$ cat src/rtl/reg_shift_pkg.sv
// Shared definitions for the parallel-to-serial shifter: state encoding and default word width.
package reg_shift_pkg;

  localparam int unsigned DEFAULT_WIDTH = 16;

  typedef enum logic {
    IDLE  = 1'b0,
    SHIFT = 1'b1
  } state_t;

endpackage : reg_shift_pkg

$ cat src/rtl/shift_bit_counter.sv
// Mod-WIDTH bit counter with synchronous clear and enable; tc flags the final bit position.
module shift_bit_counter
  import reg_shift_pkg::*;
#(
  parameter int unsigned WIDTH = DEFAULT_WIDTH
) (
  input  logic clk,
  input  logic reset,
  input  logic clr,
  input  logic en,
  output logic tc
);

  localparam int unsigned CW = (WIDTH > 1) ? $clog2(WIDTH) : 1;
  localparam logic [CW-1:0] LAST = CW'(WIDTH - 1);

  logic [CW-1:0] count;

  // tc is registered alongside count so it is high exactly while count == WIDTH-1.
  always_ff @(posedge clk or posedge reset) begin
    if (reset) begin
      count <= '0;
      tc    <= 1'b0;
    end else if (clr) begin
      count <= '0;
      tc    <= 1'b0;
    end else if (en) begin
      if (tc) begin
        count <= '0;
        tc    <= 1'b0;
      end else begin
        count <= count + CW'(1);
        tc    <= ((count + CW'(1)) == LAST);
      end
    end
  end

endmodule : shift_bit_counter

$ cat src/rtl/reg_shift_out.sv
// Parallel-to-serial shifter with valid/ready handshake on the serial side and
// zero-gap back-to-back word loading on the final bit.
module reg_shift_out
  import reg_shift_pkg::*;
#(
  parameter int unsigned WIDTH     = DEFAULT_WIDTH,
  parameter bit          MSB_FIRST = 1'b1
) (
  input  logic             clk,
  input  logic             reset,
  input  logic             load,
  input  logic [WIDTH-1:0] d_in,
  output logic             ready,
  output logic             s_out,
  output logic             s_valid,
  input  logic             s_ready,
  output logic             s_last,
  output logic             busy
);

  state_t           state;
  logic [WIDTH-1:0] shreg;
  logic [WIDTH-1:0] shreg_next;
  logic             xfer;
  logic             load_acc;

  assign xfer     = s_valid & s_ready;
  assign ready    = (state == IDLE) | ((state == SHIFT) & s_last & s_ready);
  assign load_acc = load & ready;

  // Vacated positions fill with zero, so the register drains to all-zero after a word.
  assign shreg_next = MSB_FIRST ? {shreg[WIDTH-2:0], 1'b0} : {1'b0, shreg[WIDTH-1:1]};

  assign s_out   = MSB_FIRST ? shreg[WIDTH-1] : shreg[0];
  assign s_valid = (state == SHIFT);
  assign busy    = (state == SHIFT);

  always_ff @(posedge clk or posedge reset) begin
    if (reset) begin
      state <= IDLE;
      shreg <= '0;
    end else begin
      case (state)
        IDLE: begin
          if (load_acc) begin
            shreg <= d_in;
            state <= SHIFT;
          end
        end
        SHIFT: begin
          if (xfer) begin
            if (load_acc) begin
              shreg <= d_in;
            end else begin
              shreg <= shreg_next;
              if (s_last) state <= IDLE;
            end
          end
        end
        default: state <= IDLE;
      endcase
    end
  end

  // A reload on the last bit restarts the count instead of wrapping it.
  shift_bit_counter #(
    .WIDTH(WIDTH)
  ) u_cnt (
    .clk  (clk),
    .reset(reset),
    .clr  (load_acc),
    .en   (xfer & ~load_acc),
    .tc   (s_last)
  );

endmodule : reg_shift_out

$ cat config.mk
export PLATFORM = sky130hd
export DESIGN_NAME = reg_shift_out
export DESIGN_NICKNAME = d
export VERILOG_FILES = /design/src/rtl/reg_shift_pkg.sv /design/src/rtl/shift_bit_counter.sv /design/src/rtl/reg_shift_out.sv
export SDC_FILE = /design/constraint.sdc
export NUM_CORES = 1
export LEC_CHECK = 0
export ABC_AREA = 0
export ABC_CLOCK_PERIOD_IN_PS = 1840
export CAP_MARGIN = 20
export CORE_MARGIN = 2
export CORE_UTILIZATION = 35
export CTS_CLUSTER_DIAMETER = 200
export DETAILED_ROUTE_END_ITERATION = 8
export HOLD_SLACK_MARGIN = 0.06
export PLACE_DENSITY_LB_ADDON = 0.1
export SETUP_SLACK_MARGIN = 0.1
export SYNTH_ARGS = -nofsm -noshare
export SYNTH_HDL_FRONTEND = slang
export SYNTH_HIERARCHICAL = 1
export SYNTH_SLANG_ARGS = --single-unit
$ cat constraint.sdc
create_clock -name clk -period 1.84 [get_ports clk]
set_input_delay 0.276 -clock clk [delete_from_list [all_inputs] [get_ports clk]]
set_output_delay 0.276 -clock clk [all_outputs]
set_load 0.03 [all_outputs]
==> results of run 1 <==
## synthesized netlist by cell type
library cell,count
a21oi_1,2
a221oi_2,1
a22o_1,1
a31oi_1,1
and2_1,1
and2_4,1
and3_1,1
buf_2,1
buf_4,4
buf_6,2
clkbuf_1,3
dfrtp_1,22
ha_1,2
inv_1,4
inv_2,1
mux2_2,2
mux2i_4,1
nand2_1,35
nand2b_1,2
nand3_1,1
nand3_4,1
nand4_1,15
nor2_1,3
nor3b_1,1
nor4b_1,1
o211ai_1,6
o211ai_2,9
o21ai_0,1
o21ai_1,2
or3_1,2
xnor2_1,2
## cell families (layout without fill, tap and decap cells)
| kind of cell | count (synthesis) | after routing |
|---|---|---|
| simple gates | 64 | 64 |
| compound gates | 23 | 23 |
| flops | 22 | 22 |
| buf+inv | 15 | 40 |
| mux | 3 | 3 |
| fa+ha+maj | 2 | 2 |
| xor+xnor | 2 | 2 |
## per-layer routing
layer | part of all wire [%] | routed length, um | GRT usage [%] | vias to the layer above
met1 | 47 | 1309 | 19.42 | 503
met4 | 0.69 | 19 | 4.891 | 0
met2 | 46 | 1280 | 24.48 | 27
met3 | 5.4 | 149 | 2.817 | 2
li1 | - | - | - | 517
met5 | 0 | 0 | 0 | -
## path summary, 6_finish.rpt
kind	from	endpoint	slack, ps
setup / recovery	shreg[15]	s_out	240
hold / removal	reset	u_cnt/count[0]	180
setup reg to reg	u_cnt/tc	u_cnt/count[2]	270
hold reg to reg	shreg[8]	shreg[8]	500
max in group asynchronous	reset	shreg[7]	1150
min in group clk	shreg[8]	shreg[8]	500
## layout make-up
cell class                      count  share of cell area (%)
Clock buffer                        4                   1.676
Inverter                            5                   1.197
Multi-Input combinational cell     94                   39.98
Sequential cell                    22                   35.20
Tap cell                           46                   3.671
Timing Repair Buffer               31                   18.28
## flip-flops by register name (all words and copies together) (netlist names)
name / count
u_cnt/count: 4
u_cnt/tc: 1
busy: 1
shreg: 16
## where the power goes
group / switching, uW / total, uW / internal (uW)
sequential: 124 / 770 / 647
combinational: 279 / 558 / 279
clock: 144 / 228 / 84.4
## stage by stage
step	hold slack, ps	power [uW]	setup WS, ps
2_1_floorplan	54.52	1186	134.9
3_3_place_gp	469.8	1344	63.49
3_5_place_dp	470.7	1354	16.79
4_1_cts	167.5	1585	218.2
5_1_grt	169.8	1681	155.4
6_report	177.0	1557	244.0
## repair_timing
item,4_1_cts,5_1_grt
gates resized for setup,3,0
endpoints found under the hold margin,0,0
endpoints found under the setup margin,3,0
==> run metrics, run 1 <==
run status=complete, no violations; final setup skew=1.944 ps; DRT Wirelength=2758 um; die area=4096 um^2; commonest non-fill, non-tap cells in the layout=nand2_1 (35), dfrtp_1 (21), clkdlybuf4s50_1 (20); row count=21; die height=64 um; Pwr Density=992.8 nW/um^2; register bit count reported by yosys=22; placed instance area=1545 um^2; Synth Area in Adders=1.986%; Starting Density=37.17%; Placer Congestion=0.9023; Synth Warn #=6; CTS tree=yes; antenna-violating nets left=0; Synth area leader=dfrtp_1; Core ar.=3390 um^2; cell family with most CP delay=buffers and inverters; crit-path cells=clkdlybuf4s50_1; router iterations before antenna repair=4; Worst Reg-to-Reg Cells=5; f_max=0.6266 GHz; die width=64 um; commonest non-fill, non-tap cell in the layout=nand2_1; via count of the first global-routing pass=1044; detailed-route via count=1049; Critical path buffers and inverters=1; Congestion Overflow GR=0; distinct cell type count after synthesis=31; Yosys top cell area share=43.69%; Final Hold Fails=0; WL per Instance=13.65 um; register area share after synthesis=43.69%; maximum vdd drop=498.3 uV; Antenna Diode Count=0; register area=551.8 um^2; syn_nets=153; fin util=46.25%; post-synthesis simple-gate area fraction=25.52%; CP Launch Type=flop; crit share post-route=86.74%; HP Class=input pin to asynchronous set/reset pin; share of cells above drive strength 1=18.59%; Slew Limit Fails=0; CTS buffer count=3; Critical Path RT=1560 ps; H-tree depth=1; worst-margin pin slew=541.2 ps; first-pass GRT wire length=4809 um; worst skew pair latency=300 ps; Inst Count DP=198; Filler cells=312; clk root buf=clkbuf_4; clk sinks=22; Post-CTS Hold Buffers=0; Pleak=0.0006710 uW; DRC violations left=0; critical path arrival=1320 ps; cells after synthesis=131; RSZ-0062 raised after global routing=false; CP Capture Type=primary output; highest-delay cell along the critical path=clkdlybuf4s50_1; largest family of logic cells by synthesized area=simple AND/OR/NAND/NOR gates; Tmin final=1596 ps; largest net degree at the start of global routing=17; final setup vio count=0; Finished Layout Cells=202; Total Nets Final=179; Setup Buffers After CTS=0; Synth Area in Compound Gates=16.88%; final instance area=1568 um^2; top cells by area, synth=dfrtp_1 (44%), nand2_1 (10%), o211ai_2 (8.9%); crit-path max cell delay=660 ps; CTS clk-pin slew, worst paths=120 ps; Overall Global Routing Usage=14.82%; total negative slack=0 ps; path length in cells of the critical path=1; DR vias/cell=5.193; post-synthesis mux area share=3.575%; Max Root-Sink Buffers=2; Detailed Place HPWL=1916 um; Synth Cell Area=1260 um^2; Rel. slew slack=63.15%; Setup CP Type=flop to primary output; MaxCap Viol Count=0; Initial DRC Count=50; initial antenna violation count=0; PortBufs=24; maximum net fanout on the critical path=2; num ports=25; syn_area_per_cell=9.618 um^2; Synth Area in XOR/XNOR=1.390%; multi-input logic area=626.9 um^2; Layout area overhead=24.43%
No activity file was read; power rests on OpenSTA's default activity.
==> inputs of run 2 (changes only) <==
SYNTH_HIERARCHICAL = not set   (was 1)
==> run 2 against run 1 <==
Non-clock buffer count fell by 1. Synthesized cell count fell by 6.9%. Cell count fell by 5.4%. Synthesized area fell by 6.9%. Routed wire length fell by 8.2%. Power fell by 7.5%. Critical path depth did not move. Sequential power fell by 4.4%. Clock power rose by 15%. Setup slack got worse by 20 ps. Clock skew rose by 0.79 ps. Utilization fell by 1.5 points. Largest cell class is now sequential cells. Largest power group unchanged. Highest routed layer unchanged.
==> run metrics, run 2 <==
CTS buffer count=3 (unchanged); via count of the first global-routing pass=939 (-10%); Slew Limit Fails=0 (unchanged); register area share after synthesis=46.91% (+3.2 points); Reg power frac=51.2% (+1.7 points); register area=550.5 um^2 (-0.23%); run status=complete, no violations; Max Root-Sink Buffers=2 (unchanged); metal3 WL=82 um (-45%); router iterations before antenna repair=4 (unchanged); post-synthesis simple-gate area fraction=23.67% (-1.9 points); max layer used=met4; cells after synthesis=122 (-6.9%); total negative slack=0 ps (unchanged); antenna-violating nets left=0 (unchanged); Worst Setup Slack, final=223.9 ps (-20.08 ps); EDFF count, synth=0 (unchanged); CP Capture Type=primary output; Overall Global Routing Usage=15.07% (+0.25 points); Synth Area in XOR/XNOR=1.493% (+0.10 points); Clock power frac=18.3% (+3.6 points); Filler cells=327 (+4.8%); Congestion Overflow GR=0 (unchanged); crit share post-route=87.83% (+1.1 points); clk root buf=clkbuf_4; crit-path max cell delay=670 ps (about the same); Yosys top cell area share=46.91% (+3.2 points); first-pass GRT wire length=4243 um (-12%); Antenna Diode Count=0 (unchanged); final instance area=1471 um^2 (-6.1%); final setup vio count=0 (unchanged); CP Launch Type=flop; Synth area leader=dfrtp_1; row count=21 (unchanged); Sw Ratio=32.75% (-2.3 points); HP Class=input pin to asynchronous set/reset pin; Detailed Place HPWL=1630 um (-15%); register bit count reported by yosys=22 (unchanged); share of cells above drive strength 1=15.86% (-2.7 points); count leader, synth=nand2_1; Pwr Density=978.0 nW/um^2 (-1.5%); multi-input logic area=536.8 um^2 (-14%); Biggest register=shreg; largest net degree at the start of global routing=23 (+6); biggest regs=shreg: 16 flops, u_cnt.count: 4 flops; maximum vdd drop=358.4 uV (-28%); net switching power=471.3 uW (-14%); combinational power share=30.5% (-5.4 points); die width=61.91 um (-3.3%); Initial DRC Count=15 (-70%); fin util=44.80% (-1.5 points); DRT met1 WL=1199 um (-8.4%); top cells by area, synth=dfrtp_1 (47%), nand2_1 (12%), o211ai_2 (9.6%); f_max=0.6188 GHz (-1.2%); Pleak=0.0006504 uW (-3.1%); RSZ-0062 raised after global routing=false; post-synthesis mux area share=2.132% (-1.4 points); commonest non-fill, non-tap cells in the layout=nand2_1 (39), dfrtp_1 (22), clkdlybuf4s50_1 (20); detailed-route via count=969 (-7.6%); hold slack=295.1 ps (+118.1 ps); Total Nets Final=168 (-6.1%); Critical path buffers and inverters=1 (unchanged); num ports=25 (unchanged); Synth Area in Adders=2.132% (+0.15 points); asr flop ratio synth=100.0% (unchanged); largest family of logic cells by synthesized area=simple AND/OR/NAND/NOR gates; Core ar.=3284 um^2 (-3.1%); Int Pwr=967.7 uW (-4.2%); DRT Wirelength=2531 um (-8.2%); syn_area_per_cell=9.620 um^2 (about the same); Synth Warn #=0 (-6); die area=3832 um^2 (-6.4%); initial antenna violation count=0 (unchanged); Starting Density=35.73% (-1.4 points); Layout area overhead=25.37%; Placer Congestion=0.7889 (-13%); Rel. slew slack=79.85% (+17 points); commonest non-fill, non-tap cell in the layout=nand2_1; Synth Cell Area=1174 um^2 (-6.9%); Final Hold Fails=0 (unchanged); CTS tree=yes; CTS clk-pin slew, worst paths=120 ps (about the same); placed instance area=1439 um^2 (-6.9%); crit-path cells=clkdlybuf4s50_1; worst skew pair latency=300 ps (about the same); H-tree depth=1 (unchanged); distinct cell type count after synthesis=24 (-23%); maximum net fanout on the critical path=2 (unchanged); MaxCap Viol Count=0 (unchanged); WL per Instance=13.25 um (-2.9%); Setup Buffers After CTS=0 (unchanged); clk sinks=22 (unchanged); Largest register FFs=16 (unchanged); highest-delay cell along the critical path=clkdlybuf4s50_1; final setup skew=2.739 ps (+0.7946 ps); worst-margin pin slew=301.2 ps (-239.9 ps); critical path arrival=1340 ps (+20 ps); Setup CP Type=flop to primary output; PortBufs=24 (unchanged); met2 routed WL=1228 um (-4.1%); ys flop type=dfrtp_1; die height=61.91 um (-3.3%); DRC violations left=0 (unchanged); syn_nets=144 (-5.9%); DR vias/cell=5.073 (-2.3%); cell family with most CP delay=buffers and inverters; Tmin final=1616 ps (+20.08 ps); Synth Area in Compound Gates=16.31% (-0.57 points); commonest cells in the netlist=nand2_1 (39), dfrtp_1 (22), nand4_1 (15), o211ai_2 (9), o211ai_1 (6); pre-CTS setup slack=271.2 ps (+254.4 ps); Critical Path RT=1560 ps (about the same)
-- run 2: power groups by stage --
stage               sequential (uW)  clock (uW)  combinational (uW)
floorplan                       745           0                 312
global placement                743           0                 446
detailed placement              747           0                 450
CTS                             735         285                 449
global route                    759         298                 504
finish                          736         263                 440
-- run 2: cell type report --
cell class,instances,area share (%)
Timing Repair Buffer,30,18.96
Multi-Input combinational cell,86,36.48
Tap cell,46,3.912
Clock buffer,4,2.466
Inverter,3,0.7653
Sequential cell,22,37.41
-- run 2: cell families (layout without fill, tap and decap cells) --
| logic type | count (synthesis) | after routing |
|---|---|---|
| DFF | 22 | 22 |
| adders and majority gates | 2 | 2 |
| and+or+nand+nor | 59 | 59 |
| buffers and inverters | 14 | 37 |
| AOI/OAI and AO/OA | 21 | 21 |
| xor gates and xnor gates | 2 | 2 |
| muxes | 2 | 2 |
-- run 2: layer usage --
metal  global-route usage (%)  up-vias
met3                    2.692        2
met1                    19.10      475
met4                    6.079        0
met2                    25.41       16
li1                         -      476
met5                        0        -
-- run 2: path summary, 6_finish.rpt --
path                            startpoint        end  slack (ps)  cells past startpoint
worst max-delay path             shreg[15]      s_out         220                      1
min in group clk                  shreg[1]   shreg[1]         500                      2
worst min-delay path                 reset   shreg[6]         300                      3
worst min register to register    shreg[1]   shreg[1]         500                      2
worst max register to register        busy   shreg[3]         550                      4
max in group asynchronous            reset  shreg[10]        1310                      3
-- run 2: what timing repair did --
action | in CTS | in global routing
setup endpoints to repair | 3 | 0
hold endpoints to repair | 0 | 0
hold buffers | 0 | 0
resized for setup | 3 | 0
-- run 2: through the flow --
| stage | power (uW) | cells |
|---|---|---|
| after global placement | 1189 | 187 |
| after floorplan | 1057 | 122 |
| after global routing | 1561 | 191 |
| final | 1439 | 191 |
| after detailed placement | 1197 | 187 |
| after CTS | 1470 | 191 |
